File: src/rtl/uart_pkg.sv
// Shared types and defaults for the UART transmit arbiter.
package uart_pkg;

  typedef enum logic [1:0] {
    ST_IDLE  = 2'd0,
    ST_HDR   = 2'd1,
    ST_DATA  = 2'd2,
    ST_ABORT = 2'd3
  } arb_state_t;

  localparam logic [7:0] HDR_BASE   = 8'hA0;
  localparam logic [7:0] ABORT_BYTE = 8'hFF;

  // Next requester id after `id`, wrapping at n.
  function automatic logic [2:0] wrap_inc(input logic [2:0] id, input int unsigned n);
    if ({29'd0, id} + 32'd1 >= n) return 3'd0;
    return id + 3'd1;
  endfunction

endpackage

File: src/rtl/uart_tx_arbiter_if.sv
// Requester lanes, TX FIFO write side and arbiter status in one bundle.
interface uart_tx_arbiter_if #(
  parameter int N = 4
);
  logic [N-1:0]   req_valid;
  logic [8*N-1:0] req_data;
  logic [N-1:0]   req_last;
  logic [N-1:0]   req_ready;
  logic [N-1:0]   grant;
  logic           busy;
  logic           abort_pulse;
  logic           tx_wr_en;
  logic [7:0]     tx_d_in;
  logic           tx_full;

  // Client / FIFO side.
  modport master (
    output req_valid, req_data, req_last, tx_full,
    input  req_ready, grant, busy, abort_pulse, tx_wr_en, tx_d_in
  );

  // Arbiter side.
  modport slave (
    input  req_valid, req_data, req_last, tx_full,
    output req_ready, grant, busy, abort_pulse, tx_wr_en, tx_d_in
  );
endinterface

File: src/rtl/uart_tx_arbiter_rr_pick.sv
// Combinational round-robin picker: first request at or above ptr_i, wrapping.
module rr_pick #(
  parameter int N = 4
) (
  input  logic [N-1:0] req_i,
  input  logic [2:0]   ptr_i,
  output logic [N-1:0] gnt_o,
  output logic [2:0]   idx_o,
  output logic         any_o
);

  logic [3:0] cand;

  // Walk N candidates starting at ptr_i; the first requesting one wins.
  always_comb begin
    gnt_o = '0;
    idx_o = '0;
    any_o = 1'b0;
    cand  = '0;
    for (int k = 0; k < N; k++) begin
      cand = {1'b0, ptr_i} + 4'(k);
      if (cand >= 4'(N)) cand = cand - 4'(N);
      for (int j = 0; j < N; j++) begin
        if (!any_o && cand == 4'(j) && req_i[j]) begin
          gnt_o[j] = 1'b1;
          idx_o    = 3'(j);
          any_o    = 1'b1;
        end
      end
    end
  end

endmodule

File: src/rtl/uart_tx_arbiter.sv
// Message-level round-robin arbiter in front of the UART TX FIFO write port.
// Each grant emits a header byte (HDR_BASE | id) then the owner's payload up
// to req_last; a stalled owner is cut off with ABORT_BYTE.
module uart_tx_arbiter #(
  parameter int         N           = 4,
  parameter logic [7:0] HDR_BASE    = uart_pkg::HDR_BASE,
  parameter logic [7:0] ABORT_BYTE  = uart_pkg::ABORT_BYTE,
  parameter int         STALL_LIMIT = 64
) (
  input logic               clk,
  input logic               reset,
  uart_tx_arbiter_if.slave  bus
);
  import uart_pkg::*;

  arb_state_t   state_q, state_d;
  logic [N-1:0] grant_q, grant_d;
  logic [2:0]   gid_q, gid_d;
  logic [2:0]   ptr_q, ptr_d;
  logic [7:0]   stall_q, stall_d;

  logic [N-1:0] pick_gnt;
  logic [2:0]   pick_idx;
  logic         pick_any;

  logic         sel_valid, sel_last;
  logic [7:0]   sel_data;

  logic [N-1:0] ready;
  logic         wr_en, abort;
  logic [7:0]   dout;

  rr_pick #(.N(N)) u_pick (
    .req_i (bus.req_valid),
    .ptr_i (ptr_q),
    .gnt_o (pick_gnt),
    .idx_o (pick_idx),
    .any_o (pick_any)
  );

  // Mux out the owner's lane.
  always_comb begin
    sel_valid = 1'b0;
    sel_last  = 1'b0;
    sel_data  = '0;
    for (int i = 0; i < N; i++) begin
      if (gid_q == 3'(i)) begin
        sel_valid = bus.req_valid[i];
        sel_last  = bus.req_last[i];
        sel_data  = bus.req_data[i*8 +: 8];
      end
    end
  end

  // Next state and FIFO write; nothing is written or advanced while tx_full.
  always_comb begin
    state_d = state_q;
    grant_d = grant_q;
    gid_d   = gid_q;
    ptr_d   = ptr_q;
    stall_d = stall_q;
    ready   = '0;
    wr_en   = 1'b0;
    abort   = 1'b0;
    dout    = '0;
    case (state_q)
      ST_IDLE: begin
        if (pick_any) begin
          state_d = ST_HDR;
          grant_d = pick_gnt;
          gid_d   = pick_idx;
        end
      end
      ST_HDR: begin
        if (!bus.tx_full) begin
          wr_en   = 1'b1;
          dout    = HDR_BASE | {5'd0, gid_q};
          state_d = ST_DATA;
          stall_d = '0;
        end
      end
      ST_DATA: begin
        for (int i = 0; i < N; i++) ready[i] = (gid_q == 3'(i)) && !bus.tx_full;
        if (sel_valid && !bus.tx_full) begin
          wr_en   = 1'b1;
          dout    = sel_data;
          stall_d = '0;
          if (sel_last) begin
            state_d = ST_IDLE;
            grant_d = '0;
            ptr_d   = wrap_inc(gid_q, N);
          end
        end else if (!sel_valid) begin
          // Only a silent owner counts toward the stall; FIFO backpressure does not.
          stall_d = stall_q + 8'd1;
          if (stall_q + 8'd1 == 8'(STALL_LIMIT)) state_d = ST_ABORT;
        end
      end
      ST_ABORT: begin
        if (!bus.tx_full) begin
          wr_en   = 1'b1;
          dout    = ABORT_BYTE;
          abort   = 1'b1;
          state_d = ST_IDLE;
          grant_d = '0;
          ptr_d   = wrap_inc(gid_q, N);
          stall_d = '0;
        end
      end
      default: state_d = ST_IDLE;
    endcase
  end

  // State registers; reset drops any message in flight without an abort byte.
  always_ff @(posedge clk or negedge reset) begin
    if (!reset) begin
      state_q <= ST_IDLE;
      grant_q <= '0;
      gid_q   <= '0;
      ptr_q   <= '0;
      stall_q <= '0;
    end else begin
      state_q <= state_d;
      grant_q <= grant_d;
      gid_q   <= gid_d;
      ptr_q   <= ptr_d;
      stall_q <= stall_d;
    end
  end

  assign bus.req_ready   = ready;
  assign bus.grant       = grant_q;
  assign bus.busy        = (state_q != ST_IDLE);
  assign bus.abort_pulse = abort;
  assign bus.tx_wr_en    = wr_en;
  assign bus.tx_d_in     = dout;

endmodule

File: src/flat_wrapper.sv
// flat-port wrapper written by rule: the top's interface ports become plain ports
module uart_tx_arbiter_flat import uart_pkg::*;
#(
  parameter int         N           = 4,
  parameter logic [7:0] HDR_BASE    = uart_pkg::HDR_BASE,
  parameter logic [7:0] ABORT_BYTE  = uart_pkg::ABORT_BYTE,
  parameter int         STALL_LIMIT = 64
)
  (clk, reset, bus_req_valid, bus_req_data, bus_req_last, bus_tx_full, bus_req_ready, bus_grant, bus_busy, bus_abort_pulse, bus_tx_wr_en, bus_tx_d_in);
  uart_tx_arbiter_if #(.N(N)) bus_i ();
  input logic clk;
  input logic reset;
  input wire logic [$bits(bus_i.req_valid)-1:0] bus_req_valid;
  input wire logic [$bits(bus_i.req_data)-1:0] bus_req_data;
  input wire logic [$bits(bus_i.req_last)-1:0] bus_req_last;
  input wire logic [$bits(bus_i.tx_full)-1:0] bus_tx_full;
  output wire logic [$bits(bus_i.req_ready)-1:0] bus_req_ready;
  output wire logic [$bits(bus_i.grant)-1:0] bus_grant;
  output wire logic [$bits(bus_i.busy)-1:0] bus_busy;
  output wire logic [$bits(bus_i.abort_pulse)-1:0] bus_abort_pulse;
  output wire logic [$bits(bus_i.tx_wr_en)-1:0] bus_tx_wr_en;
  output wire logic [$bits(bus_i.tx_d_in)-1:0] bus_tx_d_in;
  assign bus_i.req_valid = bus_req_valid;
  assign bus_i.req_data = bus_req_data;
  assign bus_i.req_last = bus_req_last;
  assign bus_i.tx_full = bus_tx_full;
  assign bus_req_ready = bus_i.req_ready;
  assign bus_grant = bus_i.grant;
  assign bus_busy = bus_i.busy;
  assign bus_abort_pulse = bus_i.abort_pulse;
  assign bus_tx_wr_en = bus_i.tx_wr_en;
  assign bus_tx_d_in = bus_i.tx_d_in;
  uart_tx_arbiter #(.N(N), .HDR_BASE(HDR_BASE), .ABORT_BYTE(ABORT_BYTE), .STALL_LIMIT(STALL_LIMIT)) u_core (.clk(clk), .reset(reset), .bus(bus_i));
endmodule
File: config.mk
export PLATFORM = sky130hd
export DESIGN_NAME = uart_tx_arbiter_flat
export DESIGN_NICKNAME = d
export VERILOG_FILES = /design/src/rtl/uart_pkg.sv /design/src/rtl/uart_tx_arbiter_if.sv /design/src/rtl/uart_tx_arbiter_rr_pick.sv /design/src/rtl/uart_tx_arbiter.sv /design/src/flat_wrapper.sv
export SDC_FILE = /design/constraint.sdc
export NUM_CORES = 1
export LEC_CHECK = 0
export CORE_MARGIN = 1.5
export CORE_UTILIZATION = 45
export CTS_CLUSTER_DIAMETER = 200
export DETAILED_ROUTE_END_ITERATION = 7
export GPL_TIMING_DRIVEN = 0
export PLACE_DENSITY = 0.75
export SLEW_MARGIN = 10
export SYNTH_ARGS = -nofsm -noshare
export SYNTH_HDL_FRONTEND = slang
export SYNTH_HIERARCHICAL = 1
export SYNTH_SLANG_ARGS = --single-unit
File: constraint.sdc
create_clock -name clk -period 4 [get_ports clk]
set_input_delay 0.8 -clock clk [delete_from_list [all_inputs] [get_ports clk]]
set_output_delay 0.8 -clock clk [all_outputs]
set_load 0.05 [all_outputs]
## Word level (Yosys, flattened, before mapping)

Cells that the tools add are included.
W data, S select, Z words.

| cells by class | value |
|---|---|
| add/subtract/negate cells | 10 |
| order comparisons | 5 |
| eq/ne operators | 28 |
| mux-type cells | 101 |
| reduce and logical (&&, ||, !) cells | 68 |

Operators with widths:

| kind | count |
|---|---|
| $mux W8 | 10 |
| $mux W3 | 20 |
| $mux W1 | 49 |
| $logic_and A1 B1 Y1 | 36 |
| $mux W4 | 9 |
| $eq A4 B2 Y1 const B | 8 |
| $ge A32 B3 Y1 const B | 1 |
| $pmux W8 S3 | 1 |
| $eq A4 B1 Y1 const B | 4 |
| $logic_not A1 Y1 | 16 |
| $logic_not A4 Y1 | 4 |
| $pmux W8 S2 | 1 |
| $mux W2 | 7 |
| $ge A4 B3 Y1 const B | 3 |
| $pmux W4 S3 | 1 |
| $sub A4 B3 Y4 const B | 3 |
| $add A3 B1 Y4 const B | 2 |
| $add A3 B2 Y4 const B | 2 |
| $add A8 B1 Y8 const B | 1 |
| $eq A8 B7 Y1 const B | 1 |
| $pmux W2 S4 | 1 |
| $eq A3 B2 Y1 const B | 2 |
| $ne A2 B1 Y1 const B | 3 |
| $ne A2 B2 Y1 const B | 3 |
| 21 further kinds | 24 |

| storage, ports and cells | value |
|---|---|
| register bits after elaboration | 20 |
| input port bits | 43 |
| output and inout port bits | 19 |
| word-level logic and storage cells | 217 |

## Longest topological paths before layout

| logic depth | value |
|---|---|
| word-level depth | 67 |
| gate-level depth with buffers | 13 |
| depth with buffers taken out | 12 |

## By module

The synthesis kept the hierarchy.

By module, submodules not included:

| module | times used | cells an instance | area each (µm²) | sequential area each (µm²) |
|---|---|---|---|---|
| uart_tx_arbiter | 1 | 204 | 1717.9 | 500.5 |
| rr_pick | 1 | 82 | 571.8 | 0.0 |

## Worst setup path before layout

No wires, ideal clock.

| path | value |
|---|---|
| path type | register to output |
| start | register u_core.gid_q[0] |
| end | output bus_tx_d_in[3] |
| data arrival time | 2.764 ns |
| data required time | 3.200 ns |
| slack | 0.436 ns |
| stages on the path, launching flop included | 8 |
| path buffers | 0 |
| path through | dfrtp_1 ha_1 ha_1 nor2_1 o211ai_1 nand2_1 nand3_1 o21ai_0 |

| on the way | value |
|---|---|
| word-level cells in the longest chain between the ends | 8 |
| elaborated cells between the ends (all ways) | 15 |
| classes of those cells | 3 x eq/ne; 10 x mux; 2 x reduce/logical |

RTL lines:

| what | RTL line | text |
|---|---|---|
| start, declared | uart_tx_arbiter.sv:18 | `logic [2:0] gid_q, gid_d;` |
| start signal, assigned | uart_tx_arbiter.sv:125 | `gid_q <= gid_d;` |
| $logic_not A3 Y1 | uart_tx_arbiter.sv:47 | `if (gid_q == 3'(i)) begin` |
| $mux W1 (4 in series) | uart_tx_arbiter.sv:47 |  |
| $logic_and A1 B1 Y1 | uart_tx_arbiter.sv:84 | `if (sel_valid && !bus.tx_full) begin` |
| $mux W8 * | uart_tx_arbiter.sv:84 |  |
| $pmux W8 S3 * | uart_tx_arbiter.sv:66 | `case (state_q)` |
| end, declared | flat_wrapper.sv:22 | `output wire logic [$bits(bus_i.tx_d_in)-1:0] bus_tx_d_in;` |

Mark *: on every way between the ends. The rest lies on a longest branch, timed or not.

## Worst setup path in the final report

| path | value |
|---|---|
| start | input bus_req_valid[1] |
| end | output bus_tx_wr_en |

| on the way | value |
|---|---|
| word-level cells in the longest chain between the ends | 6 |

RTL lines:

| what | RTL line | text |
|---|---|---|
| start, declared | flat_wrapper.sv:13 | `input wire logic [$bits(bus_i.req_valid)-1:0] bus_req_valid;` |
| $mux W1 (3 in series) | uart_tx_arbiter.sv:47 |  |
| $logic_and A1 B1 Y1 | uart_tx_arbiter.sv:84 |  |
| $mux W1 | uart_tx_arbiter.sv:84 |  |
| $pmux W1 S2 | uart_tx_arbiter.sv:66 |  |
| end, declared | flat_wrapper.sv:21 | `output wire logic [$bits(bus_i.tx_wr_en)-1:0] bus_tx_wr_en;` |

Every way passes these cells.

==> impl_metrics.yaml <==
worst_setup_path:
  endpoint_kind: "output pin"
  r2r-start: "u_core/ptr_q[0]"
  critical_path_arrival_ns: 2.97
  path_cells: "clkdlybuf4s50_1, a21o_1, o211ai_1, nand2_1, a211oi_1, nor3_1, clkdlybuf4s50_1"
  path_buf_inv: 2
  r2r_cells: 11
  critPathLaunchType: "primary input"
  slowest_delay_ns: 0.71
  r2r_slack_ns: 0.55
  cp_slowest_cell: "clkdlybuf4s50_1"
  required_ns: 3.20
  cpMostUsedCell: "clkdlybuf4s50_1"
  r2r-end: "u_core/state_q[1]"
  critical-path-top-delay-family: "buffers and inverters"
  worstSetupPathType: "primary input to output pin"
  critPathMaxFanout: 9
power:
  power_leakage_nw: 1.365
  total_power_mw: 2.028
  p_per_area_nw_per_um2: 658.8
  ir_drop_v: 0.0003818
timing:
  hold_viol_final: 0
  finalCritPeriodShare: 0.9419
  fin_crit_ns: 3.767
  max_freq_ghz: 0.2654
  finalSetupViolCount: 0
  fin_tns_setup_ns: 0
  tightest_slew_ns: 0.8567
  timing.final.ws_setup_ns: 0.2326
  relSlewSlack: 0.4271
  slew_violations: 0
  fin_skew_ns: 0.002331
  rsz0062_at_grt: "no"
yosys:
  ys_seq_elements: 20
  synth_area_leader_cell: "dfrtp_1"
  synth_edf_count: 0
  synthTopCellsByArea: "dfrtp_1 (22%), ha_1 (8.2%), o21ai_0 (6.8%), a22oi_1 (5.2%), nand2_1 (4.4%)"
  ys_types: 66
  syn-num-nets: 344
  seq_area_frac_synth: 0.2186
  yosys_warnings: 6
  netlist.area_leader.share: 0.2186
  synthCells: 286
  async_flop_share: 1.000
  syn_area_per_cell_um2: 8.006
  ys.flop_type: "dfrtp_1"
  netlist_area_um2: 2290
layout:
  stdcell_area_um2: 3078
  antenna_cells: 0
  synthToLayoutAreaGrowth_pct: 34.43
  nets: 410
  n_fill_cell: 459
  drive_above_1_share: 0.07692
global_routing:
  grt_usage: 0.2357
  busiest_layer: "met2"
  grt.met1_usage: 0.3141
  grt_pass1_wl_um: 10400
  antenna_found_initial: 0
  grt_pass1_vias: 2266
  grt_use_met2: 0.4147
  grt_max_degree: 21
  grtUsageMet3: 0.02033
  grt-ovfl-total: 0
detailed_routing:
  post_drt_wl_per_cell_um: 15.64
  vias: 2390
  drt-pass1-iter-count: 5
  via_per_inst: 5.718
  drtIter0Drc: 189
  drcViolationCount: 0
  drt_wl_total_um: 6538
  ant_nets: 0
cts:
  h-tree-depth: 1
  cts_resized: 1
  cts_setup_buffers: 0
  cts_buffers: 3
  clockBufferDepth: 2
  root_buffer: "clkbuf_8"
  clkSinkCount: 20
  clkLatencyLatePin_ns: 0.25
  tritoncts: "done"
  clk_pin_slew_ns: 0.07
  cts_hold_buf: 0
floorplanning:
  start_util: 0.4753
  die_y_um: 74.33
  die_area_um2: 5525
  coreArea_um2: 4817
  rows: 25
  ioPinCount: 62
  dieWidth_um: 74.33
hold_path:
  hold_end: "u_core/stall_q[7]"
  min_path_cells: 1
  hp-class: "flop to flop"
  worstHoldStart: "u_core/stall_q[7]"
outcome:
  status: "completed"
placement:
  io_buffer_count: 61
  post-place-ws_ns: 0.001428
  globalplace.congestion: 0.9230
  place_area_um2: 2984
  dp.final_hpwl_um: 4937
flow_run:
  drv_cap: 0
[layer usage]
metal / part of all wire / wire length [µm]
met5: 0 / 0
met1: 0.47 / 3071
met2: 0.46 / 2984
met4: 0.0037 / 24
met3: 0.070 / 457
[kinds of logic (layout without fill, tap and decap cells)]
kind of cell | Yosys count | count (layout) | synth area share
compound gates | 103 | 103 | 0.3394
simple gates | 102 | 102 | 0.2388
buf+inv | 32 | 97 | 0.06120
flops | 20 | 20 | 0.2186
fa+ha+maj | 15 | 15 | 0.08197
mux | 11 | 11 | 0.05082
xor+xnor | 2 | 2 | 0.007652
other cells | 1 | 1 | 0.001638
[worst register-to-register path: cells and delay by family, from the launching register on]
family                     cells  cell delay, ns
DFF                            1            0.54
and+or+nand+nor                4            0.88
adders and majority gates      1            0.33
xor gates and xnor gates       1            0.11
buffers and inverters          1            0.36
AOI/OAI and AO/OA              4            1.12
[through the flow]
stage	cells	hold WS [ns]	utilization
finish	418	0.5231	0.6390
global route	418	0.5375	0.6390
CTS	418	0.5224	0.6348
detailed placement	414	0.5059	0.6195
global placement	414	0.4896	0.6195
floorplan	286	0.4697	-
[layout by cell type, fill, tap and decap left out, types with 2 or more instances in the layout]
cell,count
clkdlybuf4s50_1,53
o21ai_0,31
nand2_1,27
dfrtp_1,20
inv_1,17
nor2_1,16
a22oi_1,16
ha_1,15
nor2b_1,12
clkbuf_1,9
dlymetal6s2s_1,8
nand2b_1,8
o2bb2ai_1,6
mux2i_1,6
nor3_1,5
and2_1,5
nand3_1,5
o22ai_1,5
mux2_2,5
and3_1,5
a211oi_1,4
a21oi_1,4
clkbuf_8,3
a21o_1,3
o211ai_1,3
nor3b_1,3
nand3b_1,3
a31oi_1,3
a2111oi_0,2
nor4_1,2
o21a_1,2
buf_6,2
xnor2_1,2
inv_2,2
o21ai_1,2
a41oi_1,2
[synth_stat cells, types with 2 or more instances]
library cell and n:
nand3_1 5, o2bb2ai_1 6, a21oi_1 4, and2_1 5, nor3b_1 3, a2111oi_0 2
mux2i_1 6, buf_6 2, nand3b_1 3, nor2b_1 12, o211ai_1 3, a21o_1 3
nor4_1 2, nor3_1 5, a41oi_1 2, a31oi_1 3, mux2_2 5, a211oi_1 4
o22ai_1 5, inv_2 2, nand2_1 27, and3_1 5, clkbuf_1 9, dfrtp_1 20
o21ai_0 31, a22oi_1 16, xnor2_1 2, o21a_1 2, o21ai_1 2, nand2b_1 8
inv_1 17, nor2_1 17, ha_1 15
[flip-flops by register name, summed over array words and instances, names as in the netlist]
name	count
u_core/stall_q	8
u_core/bus.grant	4
u_core/state_q	2
u_core/ptr_q	3
u_core/gid_q	3
[final cells by class]
type | count | area, µm² | share of cell area
multi-input combinational | 234 | 1652 | 0.5366
inverter | 19 | 71.32 | 0.02317
buffer | 13 | 68.82 | 0.02236
timing repair buffer | 61 | 630.6 | 0.2049
sequential | 20 | 500.5 | 0.1626
clock inverter | 1 | 30.03 | 0.009756
clock buffer | 3 | 41.29 | 0.01341
tap | 67 | 83.83 | 0.02724
[power breakdown]
| part | internal, mW | total [mW] | switching, mW |
|---|---|---|---|
| combinational | 0.591 | 1.49 | 0.899 |
| sequential | 0.264 | 0.340 | 0.0758 |
| clock | 0.133 | 0.198 | 0.0643 |
| total | 0.988 | 2.03 | 1.04 |
[worst max-delay path by stage]
stage	cells after the start	startpoint	end	slack, ns
CTS	9	u_core/gid_q[1]	bus_tx_d_in[3]	0.0008
floorplan	7	u_core/gid_q[0]	bus_tx_d_in[3]	0.44
global placement	7	bus_req_valid[1]	bus_tx_d_in[0]	0.003
detailed placement	7	bus_req_valid[1]	bus_tx_d_in[0]	0.001
finish	7	bus_req_valid[1]	bus_tx_wr_en	0.23
global route	7	u_core/state_q[0]	bus_req_ready[0]	0.03
Power figures use the tool's default switching activity.
